==> src/rtl/hazard_stall_ctrl.sv <==
// ---------------------------------------------------------------------------
// hazard_stall_ctrl
//   Stall/flush scheduler for a 5-stage MIPS pipeline.
//
//   The block keeps a small scoreboard of the GPR writers in flight in the
//   E and M stages, each with its remaining Tnew. It compares that scoreboard
//   against the Tuse of the D-stage sources. It stalls D (and bubbles E) when
//   forwarding cannot deliver a value in time.
//
//   It also sequences the multi-cycle mult/div unit. While the unit is busy,
//   any D-stage HI/LO user is held.
//
// Ports
//   clk, reset              clock; synchronous active-high reset
//   d_rs / d_rt             D-stage source register addresses
//   d_rs_used / d_rt_used   the D instruction actually reads that source
//   d_rs_tuse / d_rt_tuse   cycles until the source is consumed (0 = D, 1 = E, 2 = M)
//   d_wa, d_tnew            D instruction's GPR destination and its Tnew on entering E
//   d_md_start, d_md_div    D instruction starts a mult (div=0) or a div (div=1)
//   d_md_use                D instruction touches HI/LO or starts the md unit
//   stall                   freeze PC and the F/D register
//   flush_e                 load a bubble into the D/E register (same as stall)
//   md_busy                 mult/div unit occupied
//   e_wa, e_tnew            scoreboard entry for the E stage
//   m_wa, m_tnew            scoreboard entry for the M stage
// ---------------------------------------------------------------------------
module hazard_stall_ctrl #(
    parameter int MULT_CYCLES = 5,
    parameter int DIV_CYCLES  = 10,
    parameter int CW          = 4
) (
    input  logic       clk,
    input  logic       reset,
    input  logic [4:0] d_rs,
    input  logic [4:0] d_rt,
    input  logic       d_rs_used,
    input  logic       d_rt_used,
    input  logic [1:0] d_rs_tuse,
    input  logic [1:0] d_rt_tuse,
    input  logic [4:0] d_wa,
    input  logic [1:0] d_tnew,
    input  logic       d_md_start,
    input  logic       d_md_div,
    input  logic       d_md_use,
    output logic       stall,
    output logic       flush_e,
    output logic       md_busy,
    output logic [4:0] e_wa,
    output logic [1:0] e_tnew,
    output logic [4:0] m_wa,
    output logic [1:0] m_tnew
);

    logic [4:0]    e_wa_q,   e_wa_d;
    logic [1:0]    e_tnew_q, e_tnew_d;
    logic [4:0]    m_wa_q,   m_wa_d;
    logic [1:0]    m_tnew_q, m_tnew_d;
    logic [CW-1:0] md_cnt_q, md_cnt_d;

    logic hit_rs;
    logic hit_rt;
    logic stall_int;
    logic md_busy_int;

    // A source is blocked when any in-flight writer of the same register
    // will still need more cycles than the consumer can wait.
    // $0 is never a real dependency.
    function automatic logic src_hit(
        input logic [4:0] src,
        input logic       used,
        input logic [1:0] tuse,
        input logic [4:0] ewa,
        input logic [1:0] etn,
        input logic [4:0] mwa,
        input logic [1:0] mtn
    );
        logic e_blk;
        logic m_blk;
        e_blk = (ewa == src) && (etn > tuse);
        m_blk = (mwa == src) && (mtn > tuse);
        return used && (src != 5'd0) && (e_blk || m_blk);
    endfunction

    always_comb begin
        hit_rs = src_hit(d_rs, d_rs_used, d_rs_tuse, e_wa_q, e_tnew_q, m_wa_q, m_tnew_q);
        hit_rt = src_hit(d_rt, d_rt_used, d_rt_tuse, e_wa_q, e_tnew_q, m_wa_q, m_tnew_q);
        md_busy_int = (md_cnt_q != '0);
        stall_int   = hit_rs || hit_rt || (d_md_use && md_busy_int);
    end

    always_comb begin
        // M always advances; the producer is one cycle closer to its result.
        m_wa_d   = e_wa_q;
        m_tnew_d = (e_tnew_q == 2'd0) ? 2'd0 : e_tnew_q - 2'd1;

        // A stalled D instruction does not enter E; E gets a bubble instead.
        if (stall_int) begin
            e_wa_d   = 5'd0;
            e_tnew_d = 2'd0;
        end else begin
            e_wa_d   = d_wa;
            e_tnew_d = d_tnew;
        end

        // The counter loads only when the md instruction actually leaves D.
        if (!stall_int && d_md_start) begin
            md_cnt_d = d_md_div ? CW'(DIV_CYCLES) : CW'(MULT_CYCLES);
        end else if (md_cnt_q != '0) begin
            md_cnt_d = md_cnt_q - CW'(1);
        end else begin
            md_cnt_d = '0;
        end
    end

    always_ff @(posedge clk) begin
        if (reset) begin
            e_wa_q   <= 5'd0;
            e_tnew_q <= 2'd0;
            m_wa_q   <= 5'd0;
            m_tnew_q <= 2'd0;
            md_cnt_q <= '0;
        end else begin
            e_wa_q   <= e_wa_d;
            e_tnew_q <= e_tnew_d;
            m_wa_q   <= m_wa_d;
            m_tnew_q <= m_tnew_d;
            md_cnt_q <= md_cnt_d;
        end
    end

    assign stall   = stall_int;
    assign flush_e = stall_int;
    assign md_busy = md_busy_int;
    assign e_wa    = e_wa_q;
    assign e_tnew  = e_tnew_q;
    assign m_wa    = m_wa_q;
    assign m_tnew  = m_tnew_q;

endmodule

==> config.mk <==
export PLATFORM = sky130hd
export DESIGN_NAME = hazard_stall_ctrl
export DESIGN_NICKNAME = d
export VERILOG_FILES = /design/src/rtl/hazard_stall_ctrl.sv
export SDC_FILE = /design/constraint.sdc
export NUM_CORES = 1
export LEC_CHECK = 0
export ABC_AREA = 1
export CAP_MARGIN = 20
export CELL_PAD_IN_SITES_DETAIL_PLACEMENT = 0
export CELL_PAD_IN_SITES_GLOBAL_PLACEMENT = 1
export CORE_UTILIZATION = 32
export CTS_CLUSTER_SIZE = 40
export DETAILED_ROUTE_END_ITERATION = 12
export HOLD_SLACK_MARGIN = 0.05
export PLACE_DENSITY = 0.93
export REMOVE_ABC_BUFFERS = 1
export SETUP_SLACK_MARGIN = 0.15
export SYNTH_ARGS = -nofsm -noshare
export SYNTH_HDL_FRONTEND = slang
export SYNTH_SLANG_ARGS = --single-unit
==> constraint.sdc <==
create_clock -name clk -period 5.04 [get_ports clk]
set_input_delay 1.008 -clock clk [delete_from_list [all_inputs] [get_ports clk]]
set_output_delay 1.008 -clock clk [all_outputs]
set_load 0.01 [all_outputs]
==> results.txt <==
----------------------------------------------------
[Clock network]
  Post-CTS setup repair buffer count ... 0
  Hold bufs inserted after CTS ... 0
  Number of sinks driven by the clock tree ... 18
  Clock-pin transition on the worst setup and hold timing paths ... 0.07 ns
  Number of buffers on the longest clock path ... 2
  CTS H-tree lvls ... 1
  Clock buffers created by TritonCTS ... 3
  Cells resized by post-CTS repair ... 0
  Clock tree from TritonCTS ... done
  Clock latency on the worst-skew pair ... 0.25 ns
  Clock tree root driver cell ... clkbuf_8

[Setup path]
  Cell type with the highest occurrence count on the critical path ... nand2_1
  Bufs and invs on worst path ... 4
  Cell at the slowest stage of the critical path ... clkdlybuf4s50_1
  Beginning of the worst register-to-register path ... e_tnew[0]
  Sequence of cells on the critical path ... clkdlybuf4s50_1 > inv_1 > ha_1 > inv_1 > o21bai_1 > nand2_1 > nor2_1 > nand3_1 > nand2_1 > nand2_1 > nand3_2 > clkdlybuf4s50_1
  Depth of the worst register-to-register path ... 12
  Path type of the worst setup path ... in2out
  Data required, critical path ... 4.03 ns
  Largest delay contributor family on the critical path ... buffers and inverters
  Sort of element at the start of the critical path ... primary input
  Slowest Stage Delay on Critical Path ... 0.55 ns
  Data arrival time of the critical path ... 3.05 ns
  Biggest fanout along the worst timing path ... 4
  Kind of end point of the critical path ... output port
  Register-to-register path setup slack ... 3.33 ns
  Worst R2R End ... md_cnt_q[1]

[GRT]
  Global route total overflow ... 0
  Grt met2 use ... 24.20%
  Initial antenna violation count ... 0
  GRT Resource Usage Total ... 14.74%
  Pin count of the biggest net entering global routing ... 11
  Wire length of the first global-routing pass ... 4678 µm
  Fraction of met1 tracks used by global routing ... 19.30%
  Number of global-route vias before repair ... 1104
  Busiest metal layer after global routing ... met2
  Global Route met3 Usage ... 1.812%

[STA]
  Setup repair after global routing missed its margin ... no
  Post-route clock skew ... 0.002933 ns
  Worst slew slack as a fraction of its limit ... 77.65%
  Final number of hold-violating endpoints ... 0
  Top achievable clock speed ... 246.2 MHz
  Share of the clock period used by the worst path ... 80.59%
  Measured slew at the worst slew-check pin ... 0.3341 ns
  Final setup violating endpoints ... 0
  Final slew viol count ... 0
  Post-layout worst setup margin ... 0.9780 ns
  Minimum clock period after layout ... 4.062 ns
  Total Neg Setup Slack ... 0 ns

[Floorplanning]
  Width of the die ... 63.71 µm
  Effective utilization at floorplan ... 33.29%
  Std cell rows ... 22
  Area of the placeable core ... 3661 µm²
  DIE AREA ... 4059 µm²
  Count of pins on the block boundary ... 45
  Vertical extent of the die ... 63.71 µm

[Finish]
  Filler instances ... 368
  Most common library cell in the layout ignoring fill and taps ... clkdlybuf4s50_1
  Number of diodes ... 0
  # nets final ... 271
  Finished Cell Area ... 1763 µm²
  Commonest non-fill, non-tap cells in the layout ... clkdlybuf4s50_1 (44), nand2_1 (41), inv_1 (35)
  Fraction of final layout cells sized beyond drive strength 1 ... 7.725%
  Layout Cells excl Fill ... 281
  Area added between synthesis and finish ... 44.66%

[Synthesis]
  Sequential share of the synthesized area ... 29.57%
  Fraction of synthesized cell area in xor and xnor cells ... 5.031%
  Synth unique cells ... 25
  Area fraction in compound gates after synthesis ... 7.290%
  Synthesized area ... 1219 µm²
  Number of instances in the synthesized netlist ... 187
  Proportion of synthesized area in mux cells ... 0%
  Flops & latches, synth ... 18
  Largest family of logic cells by synthesized area ... simple AND/OR/NAND/NOR gates
  Number of warning messages in the yosys log ... 0
  Adder-cell share of the synthesized area ... 9.240%
  Simple-gate portion of the synthesized area ... 35.01%
  Mapped Avg Cell Area ... 6.517 µm²

[Place]
  Weighted congestion reported at the end of routability-driven placement ... 0.8539
  Placed insts ... 277
  Minimum setup slack after placement ... 0.9665 ns
  Port Buffers ... 44
  Placed cell area ... 1708 µm²
  Detailed placement HPWL ... 2370 µm

[Drt]
  Average detailed-routed wire length per instance ... 9.815 µm
  Ratio of routed vias to standard cells ... 4.278
  DR iter-0 viols ... 84
  Number of vias in the routed layout ... 1202
  Final wirelength ... 2758 µm
  Number of optimization iterations in the first detailed-route pass ... 4
  DRC viols ... 0
  Antenna Nets Post-Route ... 0

[Power]
  Sw frac ... 31.07%
  Total leakage power ... 0.8706 nW
  Part of the total power dissipated in the clock network ... 26.1%
  Pwr per Cell Area ... 253.3 nW/µm²
  Maximum ir drop on the vdd rail ... 0.1450 mV
  Relative contribution of sequential cells to total power ... 38.3%
  Power spent charging and discharging nets ... 0.0001387 W
  P_int ... 0.0003078 W
  Proportion of power drawn by combinational gates ... 35.6%

[Outcome]
  Result of the run ... finished clean

[Worst hold path]
  Destination of the worst hold path ... m_tnew[0]
  Cells on Worst Hold Path ... 1
  Tightest Hold Check Type ... reg2reg
  Worst hold start ... e_tnew[0]

[Flow run]
  # Max-Cap Violations ... 0

----------------------------------------------------
## metal layers
metal | part of all wire, % | vias to the layer above
met4 | 1.6 | 0
met3 | 6.7 | 5
met2 | 43 | 34
met5 | 0 | -
met1 | 49 | 507
li1 | - | 656
## cell usage after synthesis
cell / instances / share of area, %
nand2_1: 41 / 13
inv_1: 35 / 11
nor2_1: 34 / 10
dfxtp_1: 18 / 30
ha_1: 9 / 9.2
nand3_1: 8 / 3.3
xor2_1: 7 / 5.0
inv_2: 6 / 1.8
o21ai_0: 6 / 2.5
a21oi_1: 4 / 1.6
nand4_1: 3 / 1.5
nor2_4: 2 / 1.8
nor3_1: 2 / 0.82
a21oi_4: 1 / 1.3
buf_4: 1 / 0.62
clkbuf_1: 1 / 0.31
clkinv_1: 1 / 0.31
nand2_4: 1 / 0.92
nand3_2: 1 / 0.82
nand3_4: 1 / 1.4
nor2_2: 1 / 0.51
o21a_1: 1 / 0.62
o21bai_1: 1 / 0.62
o31ai_1: 1 / 0.62
or2_4: 1 / 0.72
## how the worst max path moves through the flow
stage                             from       to  slack, ns  cells after the start
final                     d_rs_tuse[1]    stall       0.98                     12
after floorplan           d_rs_tuse[1]  flush_e       2.04                     10
after CTS                 d_rs_tuse[1]    stall       0.96                     12
after detailed placement  d_rs_tuse[1]    stall       0.97                     12
after global placement    d_rt_tuse[1]    stall       0.98                     11
after global routing      d_rs_tuse[1]    stall       0.85                     12
## metrics by stage
stage	util (%)	hold slack [ns]	total power (W)
6_report	48.15	0.4486	0.0004466
5_1_grt	48.15	0.4763	0.0004775
4_1_cts	48.15	0.4486	0.0004502
3_5_place_dp	46.65	0.4375	0.0003347
3_3_place_gp	46.65	0.4372	0.0003331
2_1_floorplan	-	0.4861	0.0002634
## cells by family (layout without fill, tap and decap cells)
logic type,count (synthesis),in the layout
AND/OR/NAND/NOR,95,95
buffers and inverters,44,90
flip-flops,18,18
AO/OA/AOI/OAI,14,14
adder cells (fa/ha/maj),9,9
XOR/XNOR,7,7
## final cells by class
class | instances | area, µm² | area share [%]
multi-input combinational | 125 | 689.4 | 39.11
tap | 48 | 60.06 | 3.407
sequential | 18 | 360.3 | 20.44
inverter | 42 | 157.7 | 8.943
timing repair buffer | 44 | 440.4 | 24.98
clock buffer | 4 | 55.05 | 3.123
## sequential cells by signal, summed over array words and instances, names as in the netlist
name	cells
md_cnt_q	4
m_wa	5
e_wa	5
m_tnew	2
e_tnew	2
## power by group through the flow
stage / sequential, W / clock [W] / combinational (W)
3_3_place_gp: 0.000174 / 0 / 0.000159
2_1_floorplan: 0.000175 / 0 / 0.0000886
6_report: 0.000171 / 0.000116 / 0.000159
3_5_place_dp: 0.000174 / 0 / 0.000160
4_1_cts: 0.000171 / 0.000118 / 0.000162
5_1_grt: 0.000173 / 0.000126 / 0.000178
No activity file was read; power rests on OpenSTA's default activity.
==> patch 1 (same settings) <==
Add an input register stage for `d_md_div`; this delays it by one clock. The other inputs are not delayed to match.
--- a/src/rtl/hazard_stall_ctrl.sv
+++ b/src/rtl/hazard_stall_ctrl.sv
@@ -50,6 +50,12 @@
     output logic [4:0] m_wa,
     output logic [1:0] m_tnew
 );
+
+    logic d_md_div_q;
+
+    always_ff @(posedge clk) begin
+        d_md_div_q <= d_md_div;
+    end
 
     logic [4:0]    e_wa_q,   e_wa_d;
     logic [1:0]    e_tnew_q, e_tnew_d;
@@ -104,7 +110,7 @@
 
         // The counter loads only when the md instruction actually leaves D.
         if (!stall_int && d_md_start) begin
-            md_cnt_d = d_md_div ? CW'(DIV_CYCLES) : CW'(MULT_CYCLES);
+            md_cnt_d = d_md_div_q ? CW'(DIV_CYCLES) : CW'(MULT_CYCLES);
         end else if (md_cnt_q != '0) begin
             md_cnt_d = md_cnt_q - CW'(1);
         end else begin
Behaviour: not the same (Yosys sat finds a counterexample within 10 cycles, from zero or initial values and one cycle with reset high).
==> patch 1 against the unedited design <==
- register-to-register slack barely moved
- final cell count rose by 0.36%
- clock skew decreased by 0.0011 ns
- critical path depth unchanged
- non-clock buffer count unchanged
- power fell by 0.97%
- routed wire length grew 2.8%
- sequential cell count increased by 1
- area after synthesis is 1.6% higher
- cell area increased by 0.57%
- first-iteration DRC count shrank 50%
- fmax is 0.34% lower
- worst setup slack worse by 0.014 ns
- critical endpoint is now flush_e
- largest cell class unchanged
- highest routed layer unchanged
==> patch 1: results (changes against the unedited design) <==
Outcome
  – Status: complete, no violations

Pwr
  – Lkg Pwr: 0.873 nW (+0.28%)
  – Psw: 0.000139 W (+0.40%)
  – Combinational Power Share: 35.9% (+0.3 points)
  – Sequential Power Share: 40.6% (+2.3 points)
  – VDD IR-drop max: 151 uV (+4.3%)

Routing
  – Via density: 4.29 (+0.39%)
  – Final wirelength: 2.83 mm (+2.8%)
  – WL met2: 1.30 mm (+9.9%)
  – Met3 WL post-DR: 110 microns (-41%)
  – 1st-iter DRT viols: 42 (-50%)
  – Wl on met1: 1.37 mm (+2.2%)

Global routing
  – M1 GR Usage: 20.4% (+1.1 points)
  – First-pass GRT wire length: 5.03 mm (+7.5%)
  – Gr usage total: 15.8% (+1.0 points)
  – Met2 usage: 26.3% (+2.1 points)
  – GR Util met3: 1.79% (-0.026 points)
  – Vias in the first global route: 1,144 (+3.6%)

Placement
  – GPL Wtd Cong: 0.872 (+2.1%)
  – Post-Place Setup Slack: 0.960 ns (-0.00683 ns)
  – Post-DP HPWL: 2.44 mm (+2.8%)

Worst setup path
  – CP arrival: 3.07 ns (+0.02 ns)

Synth
  – Register area share after synthesis: 30.7% (+1.1 points)
  – Commonest cells post-synth: nand2_1 (41), inv_1 (35), nor2_1 (34)
  – Synth area leaders: dfxtp_1 (31%), nand2_1 (12%), inv_1 (11%)

Cells and area
  – Fillers: 404 (+9.8%)
  – ClkCell Share: 2.54% (-0.58 points)
  – Nets: 272 (+0.37%)
  – FF+latch count: 19 (+1)
  – Final core area utilization: 48.1% (-0.088 points)

Die
  – CORE AREA: 0.00369 sq mm (+0.75%)

STA
  – Clock Skews: 0.00180 ns (-0.00113 ns)
patch 1: worst paths after layout:
path	from	end	slack, ns	cells after the start
worst max-delay path	d_rs_tuse[1]	flush_e	0.96	12
worst min-delay path	e_tnew[0]	m_tnew[0]	0.46	1
worst max register to register	e_tnew[0]	md_cnt_q[3]	3.34	12
worst min register to register	e_tnew[0]	m_tnew[0]	0.46	1
patch 1: kinds of logic (layout without fill, tap and decap cells):
logic type	Yosys count	in the layout	synth area share, %
xor gates and xnor gates	7	7	4.95
adders and majority gates	9	9	9.09
and+or+nand+nor	95	95	34.4
DFF	19	19	30.7
buffers and inverters	44	90	13.6
AOI/OAI and AO/OA	14	14	7.17
patch 1: through the flow:
stage,total power [W],cells
2_1_floorplan,0.000272,186
3_3_place_gp,0.000341,278
3_5_place_dp,0.000344,278
4_1_cts,0.000448,282
5_1_grt,0.000477,282
6_report,0.000442,282
==> patch 2 (same settings) <==
Without the edit above. Set the parameter `CW` to 5 (it was 4).
--- a/src/rtl/hazard_stall_ctrl.sv
+++ b/src/rtl/hazard_stall_ctrl.sv
@@ -27,7 +27,7 @@
 module hazard_stall_ctrl #(
     parameter int MULT_CYCLES = 5,
     parameter int DIV_CYCLES  = 10,
-    parameter int CW          = 4
+    parameter int CW          = 5
 ) (
     input  logic       clk,
     input  logic       reset,
Formal check against the unedited RTL: same outputs for any inputs over 10 cycles, from zero or initial values and one cycle with reset high; that may be too few to reach the edited logic, so the function may still have changed.
==> patch 2 against the unedited design <==
- sequential share of layout area grew 0.45 points
- worst setup slack better by 0.046 ns
- area after synthesis up 5.5%
- cell area up 3.3%
- sequential cell count rose by 1
- register-to-register slack better by 0.02 ns
- routed wire length grew 8.5%
- power rose by 25%
- largest power group is now combinational logic
==> patch 2: results (changes against the unedited design) <==
Cells and area
  – Nets: 283 (+4.4%)
  – Seq area share: 20.9% (+0.45 points)
  – Non-clock buffer share: 24.2% (-0.79 points)
  – Fillers: 411 (+12%)
  – ClkCell Share: 2.47% (-0.65 points)
  – Post-route insts no fill: 291 (+3.6%)
  – Multi-In Gates: 131 (+4.8%)
  – Footprint of the multi-input gates: 726 sq um (+5.3%)
  – Share of cells above drive strength 1: 7.00% (-0.73 points)

Pwr
  – Sw frac: 36.0% (+4.9 points)
  – Largest power group: combinational logic
  – Pwr dens: 306 mW/mm^2 (+21%)
  – Lkg Pwr: 0.901 nW (+3.5%)
  – VDD IR-drop max: 152 uV (+5.0%)

Worst setup path
  – Worst Setup SP: d_rt_tuse[1]

Placement
  – GPL Wtd Cong: 0.832 (-2.6%)
  – Post-DP HPWL: 2.56 mm (+8.0%)

Routing
  – Via count: 1,280 (+6.5%)
  – WL/cell: 10.3 microns (+4.8%)

Synth
  – Register area share after synthesis: 29.6% (about the same)
  – Synth area leaders: dfxtp_1 (30%), inv_1 (12%), nand2_1 (11%)
  – Library cells used by synthesis: 24 (-4.0%)
  – Post-synthesis instance total: 197 (+5.3%)

Outcome
  – Status: complete, no violations

STA
  – Clock Skews: 0.00158 ns (-0.00136 ns)

Global routing
  – Vias in the first global route: 1,208 (+9.4%)
  – First-pass GRT wire length: 5.15 mm (+10%)
## patch 2: cell count changes after synthesis, sizes merged, moves of 2 or more
cell | unedited run | this run
inv | 41 | 45
nand3 | 10 | 13
ha | 9 | 11
nor3 | 2 | 4
## patch 2: logic make-up (layout without fill, tap and decap cells)
group | after synthesis | after routing | share of synthesized area [%]
adder cells (fa/ha/maj) | 11 | 11 | 10.7
AND/OR/NAND/NOR | 99 | 99 | 35.0
XOR/XNOR | 7 | 7 | 4.77
buffers and inverters | 47 | 93 | 14.0
AO/OA/AOI/OAI | 14 | 14 | 5.93
flip-flops | 19 | 19 | 29.6
## patch 2: worst max-delay path, stage by stage
cell and delay, ns:
clkdlybuf4s50_1 0.45, inv_1 0.05, ha_1 0.31, nand2_1 0.07, o21ai_0 0.07, nor2_1 0.11
nand3_1 0.08, nand2_1 0.13, nand2_2 0.08, nand3_4 0.10, clkdlybuf4s50_1 0.54
## patch 2: per-layer routing
layer	wire length (microns)	GRT usage [%]
met4	27	4.89
met5	0	0
met3	135	1.04
met2	1360	26.7
met1	1470	20.8
## patch 2: per-stage QoR
| stage | power [W] | worst slack, ns |
|---|---|---|
| floorplan | 0.000357 | 2.13 |
| global placement | 0.000456 | 1.05 |
| detailed placement | 0.000459 | 1.01 |
| CTS | 0.000563 | 1.00 |
| global route | 0.000608 | 0.905 |
| finish | 0.000558 | 1.02 |
## patch 2: path summary, 6_finish.rpt
path | to | slack (ns) | cells past startpoint
worst max register to register | e_wa[2] | 3.35 | 10
worst min-delay path | m_tnew[0] | 0.45 | 1
worst max-delay path | stall | 1.02 | 11
worst min register to register | m_tnew[0] | 0.45 | 1
